===== config.mk =====
export PLATFORM = sky130hd
export DESIGN_NAME = grid_canvas_painter
export DESIGN_NICKNAME = d
export VERILOG_FILES = /design/src/rtl/grid_canvas_painter.sv
export SDC_FILE = /design/constraint.sdc
export NUM_CORES = 1
export LEC_CHECK = 0
export CORE_ASPECT_RATIO = 0.8
export CORE_MARGIN = 2
export CORE_UTILIZATION = 35
export CTS_CLUSTER_DIAMETER = 100
export DETAILED_ROUTE_END_ITERATION = 6
export PLACE_DENSITY = 0.53
export SLEW_MARGIN = 20
export SYNTH_ARGS = -nofsm -noshare
export SYNTH_HDL_FRONTEND = slang
export SYNTH_SLANG_ARGS = --single-unit

===== constraint.sdc =====
create_clock -name clock -period 13.1 [get_ports clock]
set_clock_uncertainty 0.15 [all_clocks]
set_input_delay 3.93 -clock clock [delete_from_list [all_inputs] [get_ports clock]]
set_output_delay 3.93 -clock clock [all_outputs]
set_load 0.1 [all_outputs]

===== src/rtl/grid_canvas_painter.sv =====
// grid_canvas_painter: maps mouse clicks onto a cell grid, keeps a 1-bit-per-cell
// bitmap, and streams VGA pixel plots to repaint one cell or clear the whole grid.
module grid_canvas_painter #(
  parameter int          XMIN     = 88,
  parameter int          YMIN     = 37,
  parameter int          CELL_W   = 10,
  parameter int          CELL_H   = 14,
  parameter int          GRID_W   = 14,
  parameter int          GRID_H   = 14,
  parameter int          ADDR_W   = 8,
  parameter logic [14:0] FG_COLOR = 15'h7FFF,
  parameter logic [14:0] BG_COLOR = 15'h0000
) (
  input  logic              clock,
  input  logic              reset,
  input  logic [8:0]        mouse_x,
  input  logic [8:0]        mouse_y,
  input  logic              left_click,
  input  logic              right_click,
  input  logic              clear,
  input  logic [ADDR_W-1:0] rd_addr,
  output logic              rd_data,
  output logic [8:0]        vga_x,
  output logic [8:0]        vga_y,
  output logic [14:0]       vga_color,
  output logic              vga_plot,
  output logic              busy,
  output logic              grid_changed
);

  localparam int DEPTH = 1 << ADDR_W;
  localparam int NCELL = GRID_W * GRID_H;

  localparam logic [8:0] XMIN9  = 9'(XMIN);
  localparam logic [8:0] YMIN9  = 9'(YMIN);
  localparam logic [8:0] CW9    = 9'(CELL_W);
  localparam logic [8:0] CH9    = 9'(CELL_H);
  localparam logic [8:0] XEND9  = 9'(XMIN + GRID_W * CELL_W);
  localparam logic [8:0] YEND9  = 9'(YMIN + GRID_H * CELL_H);
  localparam logic [8:0] CWM1   = 9'(CELL_W - 1);
  localparam logic [8:0] CHM1   = 9'(CELL_H - 1);
  localparam logic [8:0] FULLW1 = 9'(GRID_W * CELL_W - 1);
  localparam logic [8:0] FULLH1 = 9'(GRID_H * CELL_H - 1);
  localparam logic [ADDR_W:0] NCELL_A = (ADDR_W + 1)'(NCELL);

  // S_CLRZ zeroes the bitmap; S_PLOT serves both single-cell fills and full clears.
  typedef enum logic [2:0] {S_IDLE, S_LOCATE, S_CHECK, S_CLRZ, S_PLOT} state_t;

  state_t            state_q;
  logic [DEPTH-1:0]  bmp_q, bmp_d;
  logic [8:0]        dx_q, dy_q;
  logic [7:0]        col_q, row_q;
  logic              tgt_q;
  logic              clr_pend_q;
  logic [8:0]        base_x_q, base_y_q;
  logic [8:0]        lim_x_q, lim_y_q;
  logic [8:0]        cx_q, cy_q;
  logic [14:0]       color_q;
  logic              rd_data_q, vga_plot_q, grid_changed_q;
  logic [8:0]        vga_x_q, vga_y_q;
  logic [14:0]       vga_color_q;

  logic [ADDR_W-1:0] idx;
  logic              in_area;

  assign idx     = ADDR_W'(int'(row_q) * GRID_W + int'(col_q));
  assign in_area = (mouse_x >= XMIN9) && (mouse_x < XEND9) &&
                   (mouse_y >= YMIN9) && (mouse_y < YEND9);

  // Next bitmap: single-cell write in CHECK when the bit differs, full wipe on clear entry.
  always_comb begin
    bmp_d = bmp_q;
    if (state_q == S_CHECK && bmp_q[idx] != tgt_q) bmp_d[idx] = tgt_q;
    else if (state_q == S_CLRZ)                     bmp_d = '0;
  end

  // Bitmap storage and registered read port (reads see a write made in the same cycle).
  always_ff @(posedge clock) begin
    if (reset) begin
      bmp_q     <= '0;
      rd_data_q <= 1'b0;
    end else begin
      bmp_q     <= bmp_d;
      rd_data_q <= ({1'b0, rd_addr} < NCELL_A) ? bmp_d[rd_addr] : 1'b0;
    end
  end

  // Control FSM: locate the cell by repeated subtraction, then stream plots.
  always_ff @(posedge clock) begin
    if (reset) begin
      state_q        <= S_IDLE;
      dx_q           <= '0;
      dy_q           <= '0;
      col_q          <= '0;
      row_q          <= '0;
      tgt_q          <= 1'b0;
      clr_pend_q     <= 1'b0;
      base_x_q       <= '0;
      base_y_q       <= '0;
      lim_x_q        <= '0;
      lim_y_q        <= '0;
      cx_q           <= '0;
      cy_q           <= '0;
      color_q        <= '0;
      vga_plot_q     <= 1'b0;
      vga_x_q        <= '0;
      vga_y_q        <= '0;
      vga_color_q    <= '0;
      grid_changed_q <= 1'b0;
    end else begin
      vga_plot_q     <= 1'b0;
      grid_changed_q <= 1'b0;
      if (clear && state_q != S_IDLE) clr_pend_q <= 1'b1;
      case (state_q)
        S_IDLE: begin
          if (clear || clr_pend_q) begin
            clr_pend_q <= 1'b0;
            state_q    <= S_CLRZ;
          end else if ((left_click || right_click) && in_area) begin
            dx_q    <= mouse_x - XMIN9;
            dy_q    <= mouse_y - YMIN9;
            col_q   <= '0;
            row_q   <= '0;
            tgt_q   <= left_click;
            state_q <= S_LOCATE;
          end
        end
        S_LOCATE: begin
          if (dx_q >= CW9) begin
            dx_q  <= dx_q - CW9;
            col_q <= col_q + 8'd1;
          end
          if (dy_q >= CH9) begin
            dy_q  <= dy_q - CH9;
            row_q <= row_q + 8'd1;
          end
          if (dx_q < CW9 && dy_q < CH9) state_q <= S_CHECK;
        end
        S_CHECK: begin
          if (bmp_q[idx] == tgt_q) begin
            state_q <= S_IDLE;
          end else begin
            grid_changed_q <= 1'b1;
            base_x_q       <= XMIN9 + 9'(int'(col_q) * CELL_W);
            base_y_q       <= YMIN9 + 9'(int'(row_q) * CELL_H);
            lim_x_q        <= CWM1;
            lim_y_q        <= CHM1;
            color_q        <= tgt_q ? FG_COLOR : BG_COLOR;
            cx_q           <= '0;
            cy_q           <= '0;
            state_q        <= S_PLOT;
          end
        end
        S_CLRZ: begin
          grid_changed_q <= 1'b1;
          base_x_q       <= XMIN9;
          base_y_q       <= YMIN9;
          lim_x_q        <= FULLW1;
          lim_y_q        <= FULLH1;
          color_q        <= BG_COLOR;
          cx_q           <= '0;
          cy_q           <= '0;
          state_q        <= S_PLOT;
        end
        S_PLOT: begin
          vga_plot_q  <= 1'b1;
          vga_x_q     <= base_x_q + cx_q;
          vga_y_q     <= base_y_q + cy_q;
          vga_color_q <= color_q;
          if (cx_q == lim_x_q) begin
            cx_q <= '0;
            if (cy_q == lim_y_q) state_q <= S_IDLE;
            else                 cy_q    <= cy_q + 9'd1;
          end else begin
            cx_q <= cx_q + 9'd1;
          end
        end
        default: state_q <= S_IDLE;
      endcase
    end
  end

  assign rd_data      = rd_data_q;
  assign vga_x        = vga_x_q;
  assign vga_y        = vga_y_q;
  assign vga_color    = vga_color_q;
  assign vga_plot     = vga_plot_q;
  assign grid_changed = grid_changed_q;
  assign busy         = (state_q != S_IDLE);

endmodule

==> flow_summary_export.csv <==
group,metric,value,unit
place,io_buffers,67,
routing,ant_nets,0,
yosys,syn-num-nets,3102,
critical_path,crit_path_max_incr_delay,820,ps
routing,wl_met3,23.3,mm
critical_path,cp.required,13420,ps
job,drv_cap,0,
place,gp_congestion,1.09,
global_route,grt_pass1_vias,25683,
yosys,synth_seq_cells,355,
clock_network,cts_resized,0,
clock_network,htreeDepth,2,
clock_network,cts_setup_buffers,0,
min_path,hold_path_class,"reg2reg",
layout,finalNonFillerCells,3904,
sta,hold_ws,302,ps
global_route,grt_pass1_wl,210,mm
yosys,synth_area_leaders,"dfxtp_1 (30%), nor2_1 (6.4%), mux4_2 (6.1%), nand2_1 (6.0%), a21oi_1 (4.3%)",
clock_network,cts_tree,"built",
critical_path,path_delay_family,"compound AO/OA/AOI/OAI gates",
routing,drt_iter0_drc,4164,
routing,wl_met2,58.0,mm
place,dpl.hpwl,106,mm
clock_network,clkTransAtPathRegs,70,ps
routing,drcViolationCount,3,
floorplan,initial_utilization,35.2,%
layout,utilization,40.5,%
critical_path,critPathSlowestCell,"a211oi_1",
pwr,worst_ir_drop_vdd,113,µV
sta,max_clock_freq,110,MHz
global_route,antenna_found_initial,16,
status,violations,"design-rule violations",
critical_path,cpMostUsedCell,"buf_4",
sta,finalHoldViolations,0,
critical_path,worst-path-buf-inv,4,
routing,wl_per_cell,39.2,µm
routing,vias,27734,
floorplan,dieArea,0.0694,mm²
clock_network,clock-sinks,355,
routing,wl_met1,61.9,mm
sta,finalSetupViolCount,0,
critical_path,cp_cell_sequence,"fa_1, ha_1, ha_1, xnor2_4, buf_4, buf_4, mux4_2, mux2i_1, o2bb2ai_1, o21ai_1, o211ai_1, a211oi_1, nor4_2, buf_4, buf_4, nand3_2, o211a_1, a311oi_1, o31a_1, a31oi_1, a211oi_1, o22ai_1",
critical_path,startpoint_type,"flop",
clock_network,cts_made_buffers,45,
pwr,p_leak,9.20,nW
yosys,synth_edf_count,0,
clock_network,cts_root_buf,"clkbuf_16",
floorplan,ios,68,
layout,finalInstanceArea,0.0271,mm²
sta,setup_tns,0,ps
sta,rsz0062_at_grt,"false",
status,status,"finished with violations",
sta,fin_crit_sh,69.4,%
yosys,async_flop_share,0,%
critical_path,path_max_fanout,38,
sta,relSlewSlack,17.0,%
yosys,synth_ff_type,"dfxtp_1",
sta,fin_crit,9090,ps
pwr,p_per_area,121,mW/mm²
routing,dr.pass1.iters,7,
routing,highest_layer,"met5",
sta,slew_viol_final,0,
floorplan,core-area,0.0669,mm²
routing,wl,153,mm
global_route,grt_max_degree,102,
layout,drive_gt1_share,12.8,%
clock_network,clk_latency,630,ps
layout,syn2layout_area_growth,15.0,%
yosys,yosys.area.top_type,"dfxtp_1",
global_route,grtUsageTotal,43.0,%
place,placed_area,0.0255,mm²
yosys,ys_warn_count,0,
yosys,ys_seq_area_share,30.2,%
yosys,synth_cells,3007,
routing,vias_per_cell,7.10,
global_route,grt_overflow,0,
yosys,synth.cell_area,0.0236,mm²
sta,tightest_slew,1240,ps
clock_network,ctsHoldBuffers,0,
place,dp.cells,3818,
critical_path,worst-setup-path-type,"reg2reg",
critical_path,crit_arrival,9410,ps
layout,nets,3090,
yosys,avgSynthCellArea,7.83,µm²
floorplan,num_rows,85,
floorplan,die_w,294,µm
yosys,ys_types,97,
yosys,synth_top_area_share,30.2,%
critical_path,timing.critical_path.to_type,"flop",
floorplan,dieHeight,236,µm
clock_network,cts_max_path_buffers,3,
==> kinds of logic (layout without fill, tap and decap cells) <==
kind of cell / Yosys count / count (layout) / share of synthesized area [%]
buf+inv: 318 / 341 / 5.86
mux: 100 / 100 / 7.77
flops: 355 / 355 / 30.2
simple gates: 1193 / 1193 / 22.8
xor+xnor: 70 / 70 / 2.70
compound gates: 907 / 907 / 27.0
other cells: 0 / 4 / 0
fa+ha+maj: 64 / 64 / 3.72
==> layer usage <==
layer,GRT usage (%),vias up
met1,58.3,13571
met2,56.9,2298
met5,2.23,-
met3,17.9,566
met4,22.7,16
li1,-,11283
==> tightest hold or removal path: cells and delay by family (launching register included) <==
| kind | cells | cell delay (ps) |
|---|---|---|
| compound gates | 1 | 50 |
| flops | 1 | 310 |
| simple gates | 1 | 50 |
==> cell type report <==
class	instances	area, µm²
fill	6827	39800
inverter	48	180
clock buffer	62	1320
antenna	4	10.0
clock inverter	20	250
tap	870	1090
multi-input combinational	2334	15400
timing repair buffer	211	1750
sequential	355	7110
==> cell usage after synthesis, types with 13 or more instances <==
| library cell | count |
|---|---|
| a211oi_1 | 55 |
| a21o_1 | 20 |
| a21oi_1 | 204 |
| a221oi_1 | 16 |
| a22oi_1 | 26 |
| a2bb2oi_1 | 16 |
| a31oi_1 | 70 |
| a32oi_1 | 71 |
| a41oi_1 | 27 |
| and2_1 | 17 |
| and3_1 | 21 |
| buf_2 | 18 |
| buf_4 | 35 |
| clkbuf_1 | 202 |
| dfxtp_1 | 355 |
| ha_1 | 54 |
| inv_1 | 47 |
| mux2i_1 | 26 |
| mux4_2 | 64 |
| nand2_1 | 377 |
| nand2b_1 | 13 |
| nand3_1 | 107 |
| nand4_1 | 43 |
| nor2_1 | 403 |
| nor2b_1 | 38 |
| nor3_1 | 67 |
| nor4_1 | 60 |
| o211ai_1 | 67 |
| o21ai_0 | 111 |
| o22ai_1 | 31 |
| o311ai_0 | 21 |
| o31ai_1 | 14 |
| or3_1 | 13 |
| xnor2_1 | 39 |
| xor2_1 | 29 |
==> final timing paths <==
check                           cells after the start  startpoint  slack (ps)       end
worst max register to register                     22    row_q[2]        4010   rd_data
worst min-delay path                                2    vga_y[3]         300  vga_y[3]
worst min register to register                      2    vga_y[3]         300  vga_y[3]
worst max-delay path                               22    row_q[2]        4010   rd_data
==> sequential cells by signal (all words and copies together), names as in the netlist, 3 cells and up <==
name / flops
cx_q: 9
cy_q: 9
row_q: 8
base_y_q: 9
col_q: 8
vga_y: 9
base_x_q: 8
dx_q: 9
dy_q: 9
state_q: 3
bmp_q: 256
vga_x: 9
==> power by group <==
part	internal, mW	switching, mW	total [mW]
registers	1.10	0.0313	1.13
clock network	0.805	0.561	1.37
logic	0.178	0.601	0.779
==> per-stage QoR <==
stage	total power, mW	worst slack (ps)
final	3.28	4010
after global routing	3.33	4190
after CTS	3.24	4620
after detailed placement	1.88	3970
after global placement	1.88	3920
after floorplan	1.55	6060
==> cell usage in the layout, fill, tap and decap left out, drive strengths merged, types with 18 or more instances in the layout <==
cell type      synthesis  routed
nor2                 405     405
nand2                377     377
dfxtp                355     355
a21oi                207     207
buf                   67     146
o21ai                122     122
nand3                110     110
a31oi                 72      72
nor3                  72      72
a32oi                 71      71
o211ai                67      67
clkdlybuf4s50          0      65
mux4                  65      65
clkbuf               203      62
nor4                  60      60
a211oi                56      56
ha                    54      54
inv                   47      49
nand4                 43      43
xnor2                 40      40
nor2b                 38      38
o22ai                 31      31
xor2                  29      29
a41oi                 27      27
a22oi                 26      26
mux2i                 26      26
o311ai                24      24
and3                  21      21
a21o                  20      20
and2                  18      18
Note: power is estimated with default switching activity, not from simulation.
